--- src/rtl/ins_mem_loader_pkg.sv ---
// Shared constants and state encoding for the instruction-memory loader.
package ins_mem_loader_pkg;

  // Opcode the control unit decodes as halt.
  localparam logic [5:0] OP_HALT = 6'b111111;

  // InsMemRW encoding of the instruction memory port.
  localparam logic INSMEM_WRITE = 1'b0;
  localparam logic INSMEM_READ  = 1'b1;

  typedef enum logic [2:0] {
    ST_IDLE  = 3'd0,
    ST_LEN   = 3'd1,
    ST_DATA  = 3'd2,
    ST_WRITE = 3'd3,
    ST_DONE  = 3'd4
  } state_e;

  function automatic logic is_halt(input logic [5:0] opcode);
    return opcode == OP_HALT;
  endfunction

endpackage

--- src/rtl/ins_word_packer.sv ---
// Packs big-endian bytes into a 32-bit word; first byte lands in [31:24].
module ins_word_packer (
  input  logic        CLK,
  input  logic        Reset,
  input  logic        clear,
  input  logic        shift_en,
  input  logic [7:0]  byte_i,
  output logic [31:0] word_o,
  output logic        word_full
);

  logic [31:0] word_q, word_d;
  logic [1:0]  cnt_q, cnt_d;

  // Next word/byte-count: clear wins over shift.
  always_comb begin
    word_d = word_q;
    cnt_d  = cnt_q;
    if (clear) begin
      word_d = '0;
      cnt_d  = '0;
    end else if (shift_en) begin
      word_d = {word_q[23:0], byte_i};
      cnt_d  = cnt_q + 2'd1;
    end
  end

  // Shift register and byte counter with synchronous active-low reset.
  always_ff @(posedge CLK) begin
    if (!Reset) begin
      word_q <= '0;
      cnt_q  <= '0;
    end else begin
      word_q <= word_d;
      cnt_q  <= cnt_d;
    end
  end

  // Asserted in the cycle the 4th byte is being shifted in.
  assign word_full = shift_en && !clear && (cnt_q == 2'd3);
  assign word_o    = word_q;

endmodule

--- src/rtl/ins_mem_loader.sv ---
// Loads instruction memory from a length-prefixed byte stream while holding the CPU.
module ins_mem_loader
  import ins_mem_loader_pkg::*;
#(
  parameter int unsigned ADDR_W = 8
) (
  input  logic              CLK,
  input  logic              Reset,
  input  logic              start,
  input  logic              in_valid,
  input  logic [7:0]        in_byte,
  output logic              in_ready,
  output logic              InsMemRW,
  output logic [ADDR_W-1:0] mem_addr,
  output logic [31:0]       mem_wdata,
  output logic              cpu_hold,
  output logic              done,
  output logic              err
);

  // Word capacity, saturated to 9 bits since the length byte never exceeds 255.
  localparam int unsigned CAP   = (ADDR_W - 2 >= 9) ? 511 : (1 << (ADDR_W - 2));
  localparam logic [8:0]  CAP_W = 9'(CAP);

  state_e            state_q, state_d;
  logic [ADDR_W-1:0] addr_q, addr_d;
  logic [7:0]        rem_q, rem_d;
  logic              err_q, err_d;

  logic        pk_clear, pk_shift, word_full;
  logic [31:0] word;
  logic        len_ok;

  ins_word_packer u_packer (
    .CLK       (CLK),
    .Reset     (Reset),
    .clear     (pk_clear),
    .shift_en  (pk_shift),
    .byte_i    (in_byte),
    .word_o    (word),
    .word_full (word_full)
  );

  assign len_ok = (in_byte != 8'd0) && ({1'b0, in_byte} <= CAP_W);

  // Next-state, counter and error logic.
  always_comb begin
    state_d  = state_q;
    addr_d   = addr_q;
    rem_d    = rem_q;
    err_d    = err_q;
    pk_clear = 1'b0;
    pk_shift = 1'b0;
    case (state_q)
      ST_IDLE: begin
        if (start) begin
          state_d  = ST_LEN;
          err_d    = 1'b0;
          addr_d   = '0;
          rem_d    = '0;
          pk_clear = 1'b1;
        end
      end
      ST_LEN: begin
        if (in_valid) begin
          if (len_ok) begin
            rem_d   = in_byte;
            state_d = ST_DATA;
          end else begin
            err_d   = 1'b1;
            state_d = ST_DONE;
          end
        end
      end
      ST_DATA: begin
        pk_shift = in_valid;
        if (word_full) state_d = ST_WRITE;
      end
      ST_WRITE: begin
        addr_d = addr_q + ADDR_W'(4);
        rem_d  = rem_q - 8'd1;
        if (rem_q == 8'd1) begin
          state_d = ST_DONE;
          if (!is_halt(word[31:26])) err_d = 1'b1;
        end else begin
          state_d = ST_DATA;
        end
      end
      ST_DONE:  state_d = ST_IDLE;
      default:  state_d = ST_IDLE;
    endcase
  end

  // State, address, remaining-word and error registers.
  always_ff @(posedge CLK) begin
    if (!Reset) begin
      state_q <= ST_IDLE;
      addr_q  <= '0;
      rem_q   <= '0;
      err_q   <= 1'b0;
    end else begin
      state_q <= state_d;
      addr_q  <= addr_d;
      rem_q   <= rem_d;
      err_q   <= err_d;
    end
  end

  // Outputs decoded from registered state only.
  always_comb begin
    in_ready  = (state_q == ST_LEN) || (state_q == ST_DATA);
    InsMemRW  = (state_q == ST_WRITE) ? INSMEM_WRITE : INSMEM_READ;
    cpu_hold  = (state_q != ST_IDLE);
    done      = (state_q == ST_DONE);
    mem_addr  = addr_q;
    mem_wdata = word;
    err       = err_q;
  end

endmodule

--- config.mk ---
export PLATFORM = sky130hd
export DESIGN_NAME = ins_mem_loader
export DESIGN_NICKNAME = d
export VERILOG_FILES = /design/src/rtl/ins_mem_loader_pkg.sv /design/src/rtl/ins_word_packer.sv /design/src/rtl/ins_mem_loader.sv
export SDC_FILE = /design/constraint.sdc
export NUM_CORES = 1
export LEC_CHECK = 0
export CORE_MARGIN = 2
export CORE_UTILIZATION = 40
export CTS_CLUSTER_DIAMETER = 100
export DETAILED_ROUTE_END_ITERATION = 10
export PLACE_DENSITY = 0.69
export SETUP_SLACK_MARGIN = 0.15
export SLEW_MARGIN = 20
export SYNTH_ARGS = -nofsm -noshare
export SYNTH_HDL_FRONTEND = slang
export SYNTH_SLANG_ARGS = --single-unit
--- constraint.sdc ---
create_clock -name CLK -period 1.5 [get_ports CLK]
set_input_delay 0.3 -clock CLK [delete_from_list [all_inputs] [get_ports CLK]]
set_output_delay 0.3 -clock CLK [all_outputs]
set_load 0.01 [all_outputs]
==> tab_implementation.tex <==
\begin{tabular}{lr}
\hline
Metric & Value \\
\hline
\multicolumn{2}{l}{\textbf{STA}} \\
Setup-failing EPs final & 53 \\
Achievable clock frequency & 585 MHz \\
Final Cycle Share & 114\% \\
Final WS setup & -0.209 ns \\
Min Clock Period, post-route & 1.71 ns \\
Unrepaired setup endpoints after global routing & yes \\
Final-layout worst hold slack & 0.471 ns \\
Final hold violation count & 0 \\
Worst setup skew after layout & 0.00716 ns \\
Final Max Tran Viols & 0 \\
\multicolumn{2}{l}{\textbf{Drt}} \\
Met1 routed wirelength after detailed routing & 3.33 mm \\
Aggregate routed wire length & 7.65 mm \\
Vias per Instance & 5.29 \\
Count of antenna-violating nets left after detailed routing & 0 \\
Average routed wire per standard cell & 16.6 um \\
DRC & 0 \\
Met2 Routed Length & 3.84 mm \\
Routed wl met3 & 332 um \\
DR pass1 iterations & 4 \\
Top metal layer carrying routed signals & met4 \\
Violation count after the first detailed-routing iteration & 100 \\
Total via count in the routed design & 2435 \\
\multicolumn{2}{l}{\textbf{Hold path}} \\
Hold Path End & u\_packer.word\_o[24]\$\_SDFFE\_PP0P\_ \\
Worst hold path startpoint & u\_packer.word\_o[24]\$\_SDFFE\_PP0P\_ \\
Number of instances on the worst hold path & 2 \\
Worst min path class & flip-flop to flip-flop \\
\multicolumn{2}{l}{\textbf{Floorplanning}} \\
Starting density of the core & 42.0\% \\
Die Area & 6480 um\^{}2 \\
Core region area & 5570 um\^{}2 \\
Horizontal extent of the die & 80.5 um \\
Placement Rows & 27 \\
Vertical extent of the die & 80.5 um \\
I/O Pins & 57 \\
\multicolumn{2}{l}{\textbf{Placed design}} \\
Number of placed cells counting well taps & 431 \\
DP Area & 3220 um\^{}2 \\
PortBufs & 54 \\
Detailed-placement wirelength estimate & 4.30 mm \\
Final weighted congestion of routability-driven global placement & 0.824 \\
\multicolumn{2}{l}{\textbf{Yosys}} \\
Number of warnings reported in the yosys synthesis log & 0 \\
Largest area contributor in the synthesized netlist & dfxtp\_1 \\
Primary FF master, synth & dfxtp\_1 \\
Number of synthesized flops with an enable pin & 0 \\
Synth Instances & 285 \\
Area of the mapped netlist & 2340 um\^{}2 \\
Async S/R FF share, synth & 0\% \\
Sequential element share of the synthesized area & 44.5\% \\
Share of the synthesized area in the top cell type & 44.5\% \\
Post-Synthesis Mean Instance Area & 8.21 um\^{}2 \\
Number of synthesized register bits & 52 \\
Unique masters post-synth & 47 \\
Top cells by area in the synthesized netlist & dfxtp\_1 (44\%), nand2\_1 (13\%), a21oi\_1 (8.3\%) \\
\multicolumn{2}{l}{\textbf{Setup path}} \\
Worst setup path start & state\_q[0]\$\_SDFFE\_PN0P\_ \\
Type of element capturing the critical path & flip-flop \\
Setup slack of the most critical reg-to-reg path & -0.21 ns \\
R2r startpoint & state\_q[0]\$\_SDFFE\_PN0P\_ \\
Cell type with the highest occurrence count on the critical path & buf\_6 \\
Slowest cell on the critical path & or3b\_4 \\
Data required time at the worst endpoint & 1.71 ns \\
Cell type group with the largest total delay on the critical path & compound AO/OA/AOI/OAI gates \\
Series of cell instances along the critical path & buf\_6 > or3b\_4 > a21oi\_4 > o31ai\_4 > buf\_6 > buf\_16 > a21oi\_2 > o22ai\_1 \\
Capture point of the worst reg-to-reg path & rem\_q[5]\$\_SDFFE\_PN0P\_ \\
CP Class & flip-flop to flip-flop \\
Arrival time reported for the critical path endpoint & 1.92 ns \\
CP peak stage delay & 0.40 ns \\
Number of buffer and inverter stages on the critical path & 3 \\
Crit Path Max Fanout & 7 \\
Reg2reg path depth & 8 \\
Setup crit start kind & flip-flop \\
\multicolumn{2}{l}{\textbf{Global routing}} \\
Via count of the first global-routing pass & 2213 \\
Total overflow reported by the global router & 0 \\
Wire length of the first global-routing pass & 10.5 mm \\
Pin count of the biggest net entering global routing & 40 \\
Initial antenna violation count & 0 \\
Combined global-route utilization of all metal layers & 20.8\% \\
\multicolumn{2}{l}{\textbf{Power and ir drop}} \\
Power density over cell area & 853 nW/um\^{}2 \\
Sequential group share of total power & 43.6\% \\
Clock power share & 25.5\% \\
Switching part of the total power & 31.4\% \\
Leakage component of the power & 1.57 nW \\
Internal portion of total power & 2.26 mW \\
Combinational cell fraction of total power & 30.9\% \\
Switching power of the nets & 1.04 mW \\
Maximum ir drop on the vdd rail & 0.000552 V \\
Total Power Consumption & 3.30 mW \\
\multicolumn{2}{l}{\textbf{Status}} \\
Outcome & complete, but fails checks \\
Failing checks & negative setup slack \\
\multicolumn{2}{l}{\textbf{Layout}} \\
Area of all placed cells without fillers & 3870 um\^{}2 \\
Number of nets at the end of the flow & 403 \\
Final standard cell count with taps included and fillers excluded & 460 \\
Fraction of layout cells with a size suffix above 1 & 36.6\% \\
Diodes inserted & 0 \\
Area added between synthesis and finish & 65.3\% \\
Finished Core Util & 69.4\% \\
\multicolumn{2}{l}{\textbf{Clock network}} \\
Number of H-tree levels & 2 \\
Cts-stage hold buffer count & 0 \\
TritonCTS clock tree & yes \\
Clock latency on the worst-skew pair & 0.32 ns \\
Cell at the root of the clock tree & clkbuf\_8 \\
TritonCTS buffer count & 5 \\
Max clock buf depth & 2 \\
Clock transition at the registers of the reported paths & 0.10 ns \\
Clk sink count & 52 \\
\multicolumn{2}{l}{\textbf{Run}} \\
Number of maximum-capacitance violations & 0 \\
\hline
\end{tabular}
[timing repair]
| action | CTS | global route |
|---|---|---|
| buffers inserted | 9 | 4 |
| endpoints found under the hold margin | 0 | 0 |
| gates cloned | 1 | 7 |
| gates resized for setup | 94 | 49 |
| pin swaps | 11 | 8 |
| setup endpoints to repair | 94 | 58 |
[power by group through the flow]
stage	logic (mW)	clock network [mW]	registers [mW]
after floorplan	0.382	0	1.47
after global placement	0.612	0	1.47
after detailed placement	0.618	0	1.47
after CTS	0.793	0.856	1.44
after global routing	1.07	0.901	1.44
final	1.02	0.842	1.44
[flip-flops by register name (all words and copies together) (netlist names)]
name,flops
u_packer.word_o,32
rem_q,8
mem_addr,6
state_q,3
u_packer.cnt_q,2
err,1
[kinds of logic after synthesis]
family | count (synthesis) | synth area share, %
AOI/OAI and AO/OA | 69 | 19.3
adders and majority gates | 4 | 2.14
and+or+nand+nor | 124 | 25.0
buffers and inverters | 25 | 5.19
xor gates and xnor gates | 10 | 3.74
other | 1 | 0.160
DFF | 52 | 44.5
[through the flow]
stage | TNS [ns] | worst slack, ns
floorplan | -0.133 | -0.0289
global route | -9.14 | -0.250
finish | -7.68 | -0.209
CTS | -3.56 | -0.185
detailed placement | -18.20 | -0.738
global placement | -18.04 | -0.698
[per-layer routing]
metal	vias to the layer above	track usage, %
met5	-	0
met3	13	4.27
met1	1182	27.6
li1	1183	-
met2	57	34.0
met4	0	5.93
[area by class of cell]
cell class | count | area [um^2]
sequential | 52 | 1050
timing repair buffer | 113 | 1120
multi-input combinational | 209 | 1500
tap | 72 | 90.1
inverter | 6 | 22.5
fill | 449 | 1710
clock buffer | 5 | 68.8
clock inverter | 3 | 22.5
[worst min-delay path, cell delays in order (launching register included)]
cell	delay (ns)
dfxtp_1	0.32
nand2_1	0.07
a21oi_2	0.05
[cells in the mapped netlist (2+ instances only)]
master,number
dfxtp_1,52
buf_2,4
xnor2_1,5
or3_1,2
a2111oi_2,2
buf_6,2
xor2_1,5
and4_1,2
inv_1,5
nand4_1,3
nand3b_1,2
clkbuf_1,11
nor3_1,3
nand2_1,79
nor3b_1,2
o31ai_1,5
nor3b_2,2
a211oi_1,3
ha_1,4
buf_4,2
nor2_1,15
o211a_1,2
o21ai_0,4
a31oi_1,3
nand3_1,6
a21oi_1,39
[how the worst max path moves through the flow]
stage	end	slack (ns)	cells after the start
6_report	rem_q[5]$_SDFFE_PN0P_	-0.21	8
5_1_grt	rem_q[6]$_SDFFE_PN0P_	-0.25	7
4_1_cts	rem_q[5]$_SDFFE_PN0P_	-0.18	8
3_5_place_dp	rem_q[0]$_SDFFE_PN0P_	-0.74	6
3_3_place_gp	rem_q[0]$_SDFFE_PN0P_	-0.70	6
2_1_floorplan	rem_q[0]$_SDFFE_PN0P_	-0.03	6
[layout by cell type, fill, tap and decap left out, drive strengths merged, types with 3 or more instances in the layout]
cell type       n
xnor2           5
buf            59
nand2          79
nand4           3
a21oi          40
nor3b           4
nand3           6
nor2           15
nor3            3
o21ai           5
o31ai           6
dfxtp          52
clkbuf          9
inv             7
xor2            5
a31oi           3
ha              4
clkdlybuf4s50   6
dlygate4sd2    42
a211oi          3
(Power assumes the default switching activity.)
